**config.mk**
```make
export PLATFORM = sky130hd
export DESIGN_NAME = mdu_seq_flat
export DESIGN_NICKNAME = d
export VERILOG_FILES = /design/src/rtl/mdu_pkg.sv /design/src/rtl/mdu_if.sv /design/src/rtl/mdu_iter_core.sv /design/src/rtl/mdu_seq.sv /design/src/flat_wrapper.sv
export SDC_FILE = /design/constraint.sdc
export NUM_CORES = 1
export LEC_CHECK = 0
export BUFFER_PORTS_ARGS = -buffer_cell sky130_fd_sc_hd__buf_2
export CORE_MARGIN = 3
export CORE_UTILIZATION = 41
export DETAILED_ROUTE_END_ITERATION = 8
export PLACE_DENSITY = 0.69
export SYNTH_ARGS = -nofsm -noshare
export SYNTH_HDL_FRONTEND = slang
export SYNTH_SLANG_ARGS = --single-unit
```
**constraint.sdc**
```tcl
create_clock -name clk -period 7.1 [get_ports clk]
set_input_delay 1.42 -clock clk [delete_from_list [all_inputs] [get_ports clk]]
set_output_delay 1.42 -clock clk [all_outputs]
set_load 0.01 [all_outputs]
```
**src/rtl/mdu_pkg.sv**
```systemverilog
// Shared types and constants for the multiply/divide sequencer.
package mdu_pkg;

  typedef enum logic [1:0] {
    S_IDLE,
    S_RUN,
    S_FIX
  } mdu_state_e;

  // Encoding matches funct[1:0] of MULT/MULTU/DIV/DIVU.
  typedef enum logic [1:0] {
    OP_MUL,
    OP_MULU,
    OP_DIV,
    OP_DIVU
  } mdu_op_e;

  localparam int ALUOP_WIRENUM = 2;
  localparam logic [ALUOP_WIRENUM-1:0] ALUOP_R = 2'b10;

  localparam logic [5:0] FUNC_MFHI  = 6'h10;
  localparam logic [5:0] FUNC_MTHI  = 6'h11;
  localparam logic [5:0] FUNC_MFLO  = 6'h12;
  localparam logic [5:0] FUNC_MTLO  = 6'h13;
  localparam logic [5:0] FUNC_MULT  = 6'h18;
  localparam logic [5:0] FUNC_MULTU = 6'h19;
  localparam logic [5:0] FUNC_DIV   = 6'h1A;
  localparam logic [5:0] FUNC_DIVU  = 6'h1B;

  function automatic logic is_mdu_funct(input logic [5:0] f);
    return (f == FUNC_MFHI) || (f == FUNC_MTHI) || (f == FUNC_MFLO) ||
           (f == FUNC_MTLO) || (f == FUNC_MULT) || (f == FUNC_MULTU) ||
           (f == FUNC_DIV)  || (f == FUNC_DIVU);
  endfunction

endpackage

```
**src/rtl/mdu_if.sv**
```systemverilog
// EX-stage bundle between the pipeline and the MDU: instruction in, stall and HI/LO read data out.
interface mdu_if import mdu_pkg::*; #(parameter int WIDTH = 32);
  logic                     valid;
  logic [ALUOP_WIRENUM-1:0] ALUOp;
  logic [5:0]               funct;
  logic [WIDTH-1:0]         op_a;
  logic [WIDTH-1:0]         op_b;
  logic                     stall;
  logic                     busy;
  logic                     mf_sel;
  logic [WIDTH-1:0]         hilo_rdata;

  modport master (
    output valid, ALUOp, funct, op_a, op_b,
    input  stall, busy, mf_sel, hilo_rdata
  );

  modport slave (
    input  valid, ALUOp, funct, op_a, op_b,
    output stall, busy, mf_sel, hilo_rdata
  );
endinterface

```
**src/rtl/mdu_iter_core.sv**
```systemverilog
// Iterative datapath: WIDTH shift-add or restoring-divide steps on magnitudes, sign fix on the output.
// Results are valid combinationally once the last step has been taken; no backpressure.
module mdu_iter_core import mdu_pkg::*; #(
  parameter int WIDTH = 32
) (
  input  logic             clk,
  input  logic             rst,
  input  logic             start,
  input  logic             step,
  input  mdu_op_e          kind,
  input  logic [WIDTH-1:0] a,
  input  logic [WIDTH-1:0] b,
  output logic             cnt_zero,
  output logic [WIDTH-1:0] res_hi,
  output logic [WIDTH-1:0] res_lo
);

  localparam int CW = $clog2(WIDTH);

  logic [WIDTH-1:0] hi_q, lo_q, dsr_q;
  logic [CW-1:0]    cnt_q;
  logic             is_div_q, neg_q, rneg_q;

  logic             signed_op, is_div_in, a_neg, b_neg;
  logic [WIDTH-1:0] a_mag, b_mag;

  always_comb begin
    signed_op = (kind == OP_MUL) || (kind == OP_DIV);
    is_div_in = (kind == OP_DIV) || (kind == OP_DIVU);
    a_neg     = signed_op & a[WIDTH-1];
    b_neg     = signed_op & b[WIDTH-1];
    a_mag     = a_neg ? -a : a;
    b_mag     = b_neg ? -b : b;
  end

  // hi_q is the upper accumulator / partial remainder; lo_q holds the multiplier / dividend-quotient.
  logic [WIDTH:0]   mul_sum;
  logic [WIDTH:0]   div_shift;
  logic             div_ge;
  logic [WIDTH-1:0] nxt_hi, nxt_lo;

  always_comb begin
    mul_sum   = {1'b0, hi_q} + (lo_q[0] ? {1'b0, dsr_q} : '0);
    div_shift = {hi_q, lo_q[WIDTH-1]};
    div_ge    = div_shift >= {1'b0, dsr_q};
    if (is_div_q) begin
      nxt_hi = div_ge ? (div_shift[WIDTH-1:0] - dsr_q) : div_shift[WIDTH-1:0];
      nxt_lo = {lo_q[WIDTH-2:0], div_ge};
    end else begin
      nxt_hi = mul_sum[WIDTH:1];
      nxt_lo = {mul_sum[0], lo_q[WIDTH-1:1]};
    end
  end

  always_ff @(posedge clk) begin
    if (rst) begin
      hi_q     <= '0;
      lo_q     <= '0;
      dsr_q    <= '0;
      cnt_q    <= '0;
      is_div_q <= 1'b0;
      neg_q    <= 1'b0;
      rneg_q   <= 1'b0;
    end else if (start) begin
      hi_q     <= '0;
      lo_q     <= is_div_in ? a_mag : b_mag;
      dsr_q    <= is_div_in ? b_mag : a_mag;
      cnt_q    <= CW'(WIDTH - 1);
      is_div_q <= is_div_in;
      neg_q    <= a_neg ^ b_neg;
      rneg_q   <= a_neg;
    end else if (step) begin
      hi_q <= nxt_hi;
      lo_q <= nxt_lo;
      if (cnt_q != '0)
        cnt_q <= cnt_q - CW'(1);
    end
  end

  logic [2*WIDTH-1:0] prod_fix;

  always_comb begin
    prod_fix = neg_q ? -{hi_q, lo_q} : {hi_q, lo_q};
    cnt_zero = (cnt_q == '0);
    if (is_div_q) begin
      res_lo = neg_q  ? -lo_q : lo_q;
      res_hi = rneg_q ? -hi_q : hi_q;
    end else begin
      res_hi = prod_fix[2*WIDTH-1:WIDTH];
      res_lo = prod_fix[WIDTH-1:0];
    end
  end

endmodule

```
**src/rtl/mdu_seq.sv**
```systemverilog
// MDU sequencer: decodes MDU funct codes, owns HI/LO, runs mul/div in WIDTH+2 cycles from accept to result.
// Stalls the pipeline only when an MDU instruction arrives while busy; other instructions flow freely.
module mdu_seq import mdu_pkg::*; #(
  parameter int WIDTH = 32
) (
  input  logic  clk,
  input  logic  rst,
  mdu_if.slave  bus
);

  mdu_state_e       state, state_nxt;
  logic [WIDTH-1:0] hi_q, lo_q;
  logic             hit, accept, is_muldiv, start, step, cnt_zero;
  logic [WIDTH-1:0] res_hi, res_lo;

  always_comb begin
    hit       = bus.valid && (bus.ALUOp == ALUOP_R) && is_mdu_funct(bus.funct);
    is_muldiv = (bus.funct[5:2] == 4'b0110);
    accept    = hit && (state == S_IDLE);
    start     = accept && is_muldiv;
    step      = (state == S_RUN);
  end

  assign bus.busy   = (state != S_IDLE);
  assign bus.stall  = hit && (state != S_IDLE);
  assign bus.mf_sel = accept && ((bus.funct == FUNC_MFHI) || (bus.funct == FUNC_MFLO));

  always_comb begin
    bus.hilo_rdata = '0;
    if (bus.mf_sel)
      bus.hilo_rdata = (bus.funct == FUNC_MFHI) ? hi_q : lo_q;
  end

  always_ff @(posedge clk) begin
    if (rst)
      state <= S_IDLE;
    else
      state <= state_nxt;
  end

  always_comb begin
    state_nxt = state;
    case (state)
      S_IDLE: if (start)    state_nxt = S_RUN;
      S_RUN:  if (cnt_zero) state_nxt = S_FIX;
      S_FIX:                state_nxt = S_IDLE;
      default:              state_nxt = S_IDLE;
    endcase
  end

  // MT* can only be accepted in IDLE, so it never collides with the FIX write-back.
  always_ff @(posedge clk) begin
    if (rst) begin
      hi_q <= '0;
      lo_q <= '0;
    end else if (state == S_FIX) begin
      hi_q <= res_hi;
      lo_q <= res_lo;
    end else if (accept && (bus.funct == FUNC_MTHI)) begin
      hi_q <= bus.op_a;
    end else if (accept && (bus.funct == FUNC_MTLO)) begin
      lo_q <= bus.op_a;
    end
  end

  mdu_iter_core #(.WIDTH(WIDTH)) u_core (
    .clk      (clk),
    .rst      (rst),
    .start    (start),
    .step     (step),
    .kind     (mdu_op_e'(bus.funct[1:0])),
    .a        (bus.op_a),
    .b        (bus.op_b),
    .cnt_zero (cnt_zero),
    .res_hi   (res_hi),
    .res_lo   (res_lo)
  );

endmodule

```
**src/flat_wrapper.sv**
```systemverilog
// flat-port wrapper written by rule: the top's interface ports become plain ports
module mdu_seq_flat import mdu_pkg::*;
#(
  parameter int WIDTH = 32
)
  (clk, rst, bus_valid, bus_ALUOp, bus_funct, bus_op_a, bus_op_b, bus_stall, bus_busy, bus_mf_sel, bus_hilo_rdata);
  mdu_if #(.WIDTH(WIDTH)) bus_i ();
  input  logic clk;
  input  logic rst;
  input wire logic [$bits(bus_i.valid)-1:0] bus_valid;
  input wire logic [$bits(bus_i.ALUOp)-1:0] bus_ALUOp;
  input wire logic [$bits(bus_i.funct)-1:0] bus_funct;
  input wire logic [$bits(bus_i.op_a)-1:0] bus_op_a;
  input wire logic [$bits(bus_i.op_b)-1:0] bus_op_b;
  output wire logic [$bits(bus_i.stall)-1:0] bus_stall;
  output wire logic [$bits(bus_i.busy)-1:0] bus_busy;
  output wire logic [$bits(bus_i.mf_sel)-1:0] bus_mf_sel;
  output wire logic [$bits(bus_i.hilo_rdata)-1:0] bus_hilo_rdata;
  assign bus_i.valid = bus_valid;
  assign bus_i.ALUOp = bus_ALUOp;
  assign bus_i.funct = bus_funct;
  assign bus_i.op_a = bus_op_a;
  assign bus_i.op_b = bus_op_b;
  assign bus_stall = bus_i.stall;
  assign bus_busy = bus_i.busy;
  assign bus_mf_sel = bus_i.mf_sel;
  assign bus_hilo_rdata = bus_i.hilo_rdata;
  mdu_seq #(.WIDTH(WIDTH)) u_core (.clk(clk), .rst(rst), .bus(bus_i));
endmodule
```
==> impl_summary.txt, run 1 <==
----------------------------------------------------
[Layout]
  Final cell count without fillers ... around 2.7k
  Commonest cells after routing, fill and taps aside ... sky130_fd_sc_hd__nand2_1 (323), sky130_fd_sc_hd__a21oi_1 (221), sky130_fd_sc_hd__nor2_1 (215)
  Commonest non-fill, non-tap cell in the layout ... sky130_fd_sc_hd__nand2_1
  Antenna cells ... 0
  Final-stage net count ... roughly 2.3k
  Number of inserted filler cells in the final layout ... approximately 3.7k
  Post-synthesis to final-layout area growth ... 8.77%
  Proportion of layout cells with a drive suffix above 1 ... about 9.8%

[GRT]
  Pin count of the biggest net entering global routing ... 95
  Vias in the first global route ... between 15k and 20k
  Aggregate global routing overflow ... 0
  Met2 track demand over resource in global routing ... a little under half
  Met1 GRT Util ... between 30% and 40%
  Most congested layer reported by global routing ... met2
  Met3 track demand over resource ... 4.45%
  Initial antenna violation count ... 0
  Global-route wire length before repair ... 90.1 mm
  Global-route total usage across every layer ... around 28%

[Logic synthesis]
  Net count of the mapped netlist ... 2,321
  Proportion of synthesized chip area in sequential cells ... around 22%
  Summed instance area of the synthesized netlist ... approximately 15,000 sq um
  Warning count from the yosys run ... 0
  Primary flip-flop cell chosen by synthesis mapping ... sky130_fd_sc_hd__dfxtp_1
  Number of different library cells in the post-synthesis netlist ... slightly above 80
  Number of enable-type register cells in the synthesized netlist ... 0
  Average instance area after synthesis ... 7.11 sq um
  Number of synthesized register bits ... 170
  Share of async-settable or async-resettable flops after synthesis ... 0%
  Gate Count Post-Synth ... between 2k and 2.5k

[Timing]
  Worst slew margin ... a little under a quarter
  Final setup vio count ... 0
  Unrepaired setup endpoints after global routing ... no
  Count of final max-slew check failures ... 0
  Minimum clock period ... between 4000 and 5000 ps
  Achievable clock frequency ... 201 MHz
  Final worst path period share ... between 70% and 80%
  Post-Route Skew ... between 10 and 15 ps
  Transition time at the pin with the least slew margin ... roughly 1200 ps
  Accumulated negative setup slack ... 0 ps
  Final hold vios ... 0
  Worst hold slack ... approximately 450 ps

[Worst setup path]
  Critical path class ... in -> out
  Most common cell type on the critical path ... sky130_fd_sc_hd__buf_2
  Critical Path Slowest Stage Cell ... sky130_fd_sc_hd__nand3_1
  Maximum fanout count along the critical path ... 40
  Type of destination of the critical path ... output port
  Arrival @ worst endpoint ... roughly 3600 ps
  Required time at the worst-slack endpoint ... roughly 5700 ps
  Max stage delay on crit path ... a little over 900 ps
  Chain of cells forming the critical path ... buf_2, inv_1, buf_4, nand3_1, nand2_1, a21oi_1, buf_2
  Sort of element at the start of the critical path ... input pin

[Clocking]
  Clock tree from TritonCTS ... yes
  Clock H-tree levels ... 4
  CTS resizes ... 0
  Clock buffers created by TritonCTS ... 17
  Hold bufs inserted after CTS ... 0
  Post-CTS setup buffer count ... 0
  Clock Tree Root ... sky130_fd_sc_hd__clkbuf_16
  Total clock sinks ... 170
  Clk slew on worst S/H paths ... approximately 60 ps
  Maximum number of buffers from clock root to sink ... 2
  Clock latency on the worst-skew pair ... roughly 460 ps

[Detailed routing]
  Via total after detailed routing ... between 15k and 20k
  Total detailed-routing wirelength ... between 50 and 60 mm
  Remaining routing DRC violations ... 0
  Drt first pass iters ... 6
  Remaining number of nets flagged by the antenna check after routing ... 0
  Average vias per placed instance ... about 6
  WL/cell ... ~22 um
  Drt first-iter violations ... approximately 1.7k

[Placed design]
  Count of port buffers added during placement ... between 100 and 150
  DP Wirelength ... between 40 and 50 mm
  Routability congestion estimate ... 1.00
  Cell Count Post-Placement ... 2,662

[Worst hold path]
  Hold Path Class ... reg -> reg

[Power and ir drop]
  Power density over cell area ... 133 nW/um^2
  Static leakage ... 6.40 nW
  Largest voltage drop on the vdd net ... 0.177 mV

[Floorplan]
  Starting utilization of the core area ... between 40% and 50%
  Boundary pin count ... 110
  Die width ... about 200 um
  Placeable Area ... roughly 37,000 sq um
  Die ar. ... ~40,000 sq um
  Die Ht ... 200 um
  Rows ... 70

[Run]
  Max capacitance violation total ... 0

[Run status]
  Outcome ... finished, final reports clean

----------------------------------------------------
Yosys cell counts (6+ instances only):
library cell | number | area (sq um)
sky130_fd_sc_hd__nor4_1 | 19 | 119
sky130_fd_sc_hd__buf_2 | 12 | 60.1
sky130_fd_sc_hd__o21ai_0 | 118 | 591
sky130_fd_sc_hd__or2_2 | 10 | 62.6
sky130_fd_sc_hd__a31oi_1 | 25 | 156
sky130_fd_sc_hd__o21bai_1 | 6 | 45.0
sky130_fd_sc_hd__nor3_1 | 47 | 235
sky130_fd_sc_hd__nand2b_1 | 14 | 87.6
sky130_fd_sc_hd__o41ai_1 | 14 | 123
sky130_fd_sc_hd__and4_1 | 7 | 61.3
sky130_fd_sc_hd__ha_1 | 70 | 876
sky130_fd_sc_hd__a2111oi_0 | 9 | 78.8
sky130_fd_sc_hd__o22ai_1 | 9 | 56.3
sky130_fd_sc_hd__clkbuf_1 | 118 | 443
sky130_fd_sc_hd__xor2_1 | 75 | 657
sky130_fd_sc_hd__mux2_2 | 13 | 146
sky130_fd_sc_hd__a21o_1 | 28 | 210
sky130_fd_sc_hd__and2_1 | 11 | 68.8
sky130_fd_sc_hd__a211oi_1 | 62 | 465
sky130_fd_sc_hd__o21a_1 | 14 | 105
sky130_fd_sc_hd__inv_1 | 73 | 274
sky130_fd_sc_hd__nor2b_1 | 16 | 100
sky130_fd_sc_hd__or3_1 | 20 | 125
sky130_fd_sc_hd__nand2_1 | 324 | 1220
sky130_fd_sc_hd__o211ai_1 | 70 | 526
sky130_fd_sc_hd__nand3_1 | 30 | 150
sky130_fd_sc_hd__mux2i_1 | 71 | 711
sky130_fd_sc_hd__and3_1 | 15 | 93.8
sky130_fd_sc_hd__nand4_1 | 9 | 56.3
sky130_fd_sc_hd__or4_1 | 11 | 82.6
sky130_fd_sc_hd__a41oi_1 | 6 | 52.6
sky130_fd_sc_hd__xnor2_1 | 94 | 823
sky130_fd_sc_hd__a21oi_1 | 221 | 1110
sky130_fd_sc_hd__or4_4 | 6 | 67.6
sky130_fd_sc_hd__a311oi_1 | 31 | 272
sky130_fd_sc_hd__o31ai_1 | 19 | 143
sky130_fd_sc_hd__dfxtp_1 | 170 | 3400
sky130_fd_sc_hd__nor2_1 | 216 | 811
sky130_fd_sc_hd__buf_1 | 15 | 56.3
routing by layer:
metal	wire, um	share of wire [%]	up-vias
li1	-	-	7851
met1	25000	43	7915
met2	27000	47	691
met3	4270	7.4	98
met4	1720	3.0	0
met5	0	0	-
registers in the layout, summed over array words and instances, names as in the netlist, 2 cells and up:
name / flops
u_core.u_core.hi_q: 32
u_core.hi_q: 32
u_core.u_core.dsr_q: 32
u_core.u_core.lo_q: 32
u_core.state: 2
u_core.u_core.cnt_q: 5
u_core.lo_q: 32
critical path, delay by kind of cell:
kind                   cells  cell delay (ps)
AOI/OAI and AO/OA          1              100
buffers and inverters      4              720
and+or+nand+nor            2             1270
layout make-up:
cell class | count | area [sq um] | share of cell area [%]
Clock inverter | 8 | 85.1 | 0.506
Timing Repair Buffer | 132 | 721 | 4.28
Sequential cell | 170 | 3410 | 20.3
Multi-Input combinational cell | 1783 | 11200 | 66.8
Inverter | 73 | 274 | 1.63
Clock buffer | 22 | 474 | 2.82
Tap cell | 504 | 631 | 3.75
path summary, 6_finish.rpt:
path	from	to	slack (ps)	cells after the start
worst min register to register	u_core.u_core.dsr_q[22]	u_core.u_core.dsr_q[22]	450	2
worst min-delay path	u_core.u_core.dsr_q[22]	u_core.u_core.dsr_q[22]	450	2
worst max-delay path	bus_funct[1]	bus_hilo_rdata[23]	2130	7
worst max register to register	u_core.u_core.lo_q[0]	u_core.u_core.hi_q[21]	2690	13
cell families after synthesis:
logic type / Yosys count / share of synthesized area, %
XOR/XNOR: 169 / 9.57
AND/OR/NAND/NOR: 775 / 22.9
adder cells (fa/ha/maj): 72 / 5.92
multiplexers: 84 / 5.54
flip-flops: 170 / 22.0
buffers and inverters: 221 / 5.56
AO/OA/AOI/OAI: 683 / 28.5
through the flow:
stage	area, sq um	power (mW)	worst slack (ps)	utilization [%]
finish	16800	2.23	2130	45.6
global route	16800	2.30	1900	45.6
floorplan	15500	1.19	2930	-
detailed placement	16300	1.31	2170	44.1
CTS	16800	2.23	2160	45.6
global placement	16300	1.31	2310	44.1
power breakdown:
part	internal, mW	switching [mW]
clock	0.510	0.425
combinational	0.113	0.218
sequential	0.957	0.00804
No activity file was read; power rests on OpenSTA's default activity.
==> run 2: changes to the inputs <==
==> constraint.sdc (replaced) <==
create_clock -name clk -period 4.7 [get_ports clk]
set_input_delay 0.94 -clock clk [delete_from_list [all_inputs] [get_ports clk]]
set_output_delay 0.94 -clock clk [all_outputs]
set_load 0.01 [all_outputs]
==> impl_summary.txt, run 2 (synthesis gave the netlist of run 1 again) <==
----------------------------------------------------
[Timing]
  Worst hold slack ... 454 ps (was 453 ps)
  Post-Route Skew ... 15.3 ps (was 13.0 ps)
  Unrepaired setup endpoints after global routing ... no (unchanged)
  Final setup vio count ... 0 (unchanged)
  Accumulated negative setup slack ... 0 ps (unchanged)
  Final hold vios ... 0 (unchanged)
  Count of final max-slew check failures ... 0 (unchanged)
  Achievable clock frequency ... around 250 MHz
  Worst slew margin ... 14.3% (was 22.7%)
  Transition time at the pin with the least slew margin ... 1280 ps (was 1160 ps)
  Final worst path period share ... a little over four fifths
  Minimum clock period ... 3940 ps

[Placed design]
  Routability congestion estimate ... 0.997 (was 1.00)
  Count of port buffers added during placement ... 109 (unchanged)
  DP Wirelength ... 46.1 mm (was 43.9 mm)

[GRT]
  Pin count of the biggest net entering global routing ... 89 (was 95)
  Vias in the first global route ... 15.7k (was 15.4k)
  Initial antenna violation count ... 2 (was 0)
  Global-route total usage across every layer ... 29.2% (was 27.9%)
  Aggregate global routing overflow ... 0 (unchanged)
  Met1 GRT Util ... 39.6% (was 37.4%)
  Met3 track demand over resource ... 3.71% (was 4.45%)
  Most congested layer reported by global routing ... met2 (unchanged)
  Met2 track demand over resource in global routing ... 47.3% (was 46.1%)
  Global-route wire length before repair ... 93.3 mm (was 90.1 mm)

[Layout]
  Final-stage net count ... 2,351 (was 2,324)
  Commonest cells after routing, fill and taps aside ... sky130_fd_sc_hd__nand2_1 (323), sky130_fd_sc_hd__a21oi_1 (221), sky130_fd_sc_hd__nor2_1 (215) (unchanged)
  Proportion of layout cells with a drive suffix above 1 ... 11.1% (was 9.83%)
  Commonest non-fill, non-tap cell in the layout ... sky130_fd_sc_hd__nand2_1 (unchanged)
  Post-synthesis to final-layout area growth ... 10.8% (was 8.77%)

[Power and ir drop]
  Largest voltage drop on the vdd net ... 0.260 mV (was 0.177 mV)
  Static leakage ... 6.59 nW (was 6.40 nW)
  Power density over cell area ... 211 nW/um^2 (was 133 nW/um^2)

[Floorplan]
  Placeable Area ... 36,900 sq um (unchanged)
  Rows ... 70 (unchanged)
  Boundary pin count ... 110 (unchanged)
  Die Ht ... 200 um (unchanged)
  Die ar. ... 40,100 sq um (unchanged)
  Starting utilization of the core area ... 41.9% (unchanged)
  Die width ... 200 um (unchanged)

[Detailed routing]
  Average vias per placed instance ... 6.25 (was 6.15)
  Via total after detailed routing ... 17.0k (was 16.6k)
  Drt first-iter violations ... 1,985 (was 1,716)
  WL/cell ... 22.5 um (was 21.5 um)
  Drt first pass iters ... 6 (unchanged)
  Remaining routing DRC violations ... 0 (unchanged)
  Remaining number of nets flagged by the antenna check after routing ... 0 (unchanged)
  Total detailed-routing wirelength ... 61.2 mm (was 58.0 mm)

[Clocking]
  CTS resizes ... 0 (unchanged)
  Clock latency on the worst-skew pair ... 460 ps (about the same)
  Clock H-tree levels ... 4 (unchanged)
  Clock tree from TritonCTS ... yes (unchanged)
  Maximum number of buffers from clock root to sink ... 2 (unchanged)
  Hold bufs inserted after CTS ... 0 (unchanged)
  Clock buffers created by TritonCTS ... 17 (unchanged)
  Clk slew on worst S/H paths ... 60 ps (about the same)
  Clock Tree Root ... sky130_fd_sc_hd__clkbuf_16 (unchanged)
  Post-CTS setup buffer count ... 0 (unchanged)
  Total clock sinks ... 170 (unchanged)

[Worst setup path]
  Sort of element at the start of the critical path ... input pin (unchanged)
  Critical path class ... in -> out (unchanged)
  Maximum fanout count along the critical path ... 33 (was 40)
  Type of destination of the critical path ... output port (unchanged)
  Arrival @ worst endpoint ... 3000 ps (was 3550 ps)
  Required time at the worst-slack endpoint ... 3760 ps (was 5680 ps)

[Run]
  Max capacitance violation total ... 0 (unchanged)

[Worst hold path]
  Hold Path Class ... reg -> reg (unchanged)

[Run status]
  Outcome ... finished, final reports clean (unchanged)

----------------------------------------------------
-- run 2: final cells by class --
| type | count | area [sq um] |
|---|---|---|
| fill | 3757 | 19700 |
| multi-input combinational | 1783 | 11200 |
| sequential | 170 | 3410 |
| timing repair buffer | 159 | 936 |
| tap | 504 | 631 |
| clock buffer | 18 | 450 |
| inverter | 73 | 274 |
| clock inverter | 13 | 199 |
| antenna | 1 | 2.50 |
-- run 2: metrics by stage --
stage / setup slack, ps / instances / utilization, % / area, sq um / power (mW)
after CTS: 778 / 2720 / 46.5 / 17100 / 3.61
after floorplan: 1300 / 2174 / - / 15500 / 1.80
after global routing: 617 / 2720 / 46.5 / 17100 / 3.72
after detailed placement: 780 / 2689 / 44.7 / 16500 / 2.00
after global placement: 833 / 2689 / 44.7 / 16500 / 2.00
final: 764 / 2721 / 46.5 / 17100 / 3.61
-- run 2: metal layers --
metal / part of all wire [%] / up-vias
li1: - / 7900
met1: 43 / 8104
met2: 45 / 849
met3: 8.0 / 136
met4: 3.9 / 4
met5: 0.044 / -
-- run 2: path summary, 6_finish.rpt --
path	slack (ps)	to	cells after the start	startpoint
worst max-delay path	760	bus_hilo_rdata[13]	7	bus_funct[5]
worst min-delay path	450	u_core.u_core.dsr_q[18]	2	u_core.u_core.dsr_q[18]
worst max register to register	770	u_core.u_core.hi_q[29]	13	u_core.u_core.lo_q[0]
worst min register to register	450	u_core.u_core.dsr_q[18]	2	u_core.u_core.dsr_q[18]
-- run 2: report_power, final --
group          switching (mW)  internal (mW)  total [mW]
Clock                   0.699          0.934        1.63
Combinational           0.347          0.177       0.524
Sequential             0.0104           1.45        1.46
-- run 2: worst max-delay path, stage by stage --
cell and delay [ps]:
sky130_fd_sc_hd__buf_2 100, sky130_fd_sc_hd__nor2b_1 260, sky130_fd_sc_hd__nand3_1 150, sky130_fd_sc_hd__nor2_1 110, sky130_fd_sc_hd__nand2_1 710, sky130_fd_sc_hd__a21oi_1 510
sky130_fd_sc_hd__buf_2 200
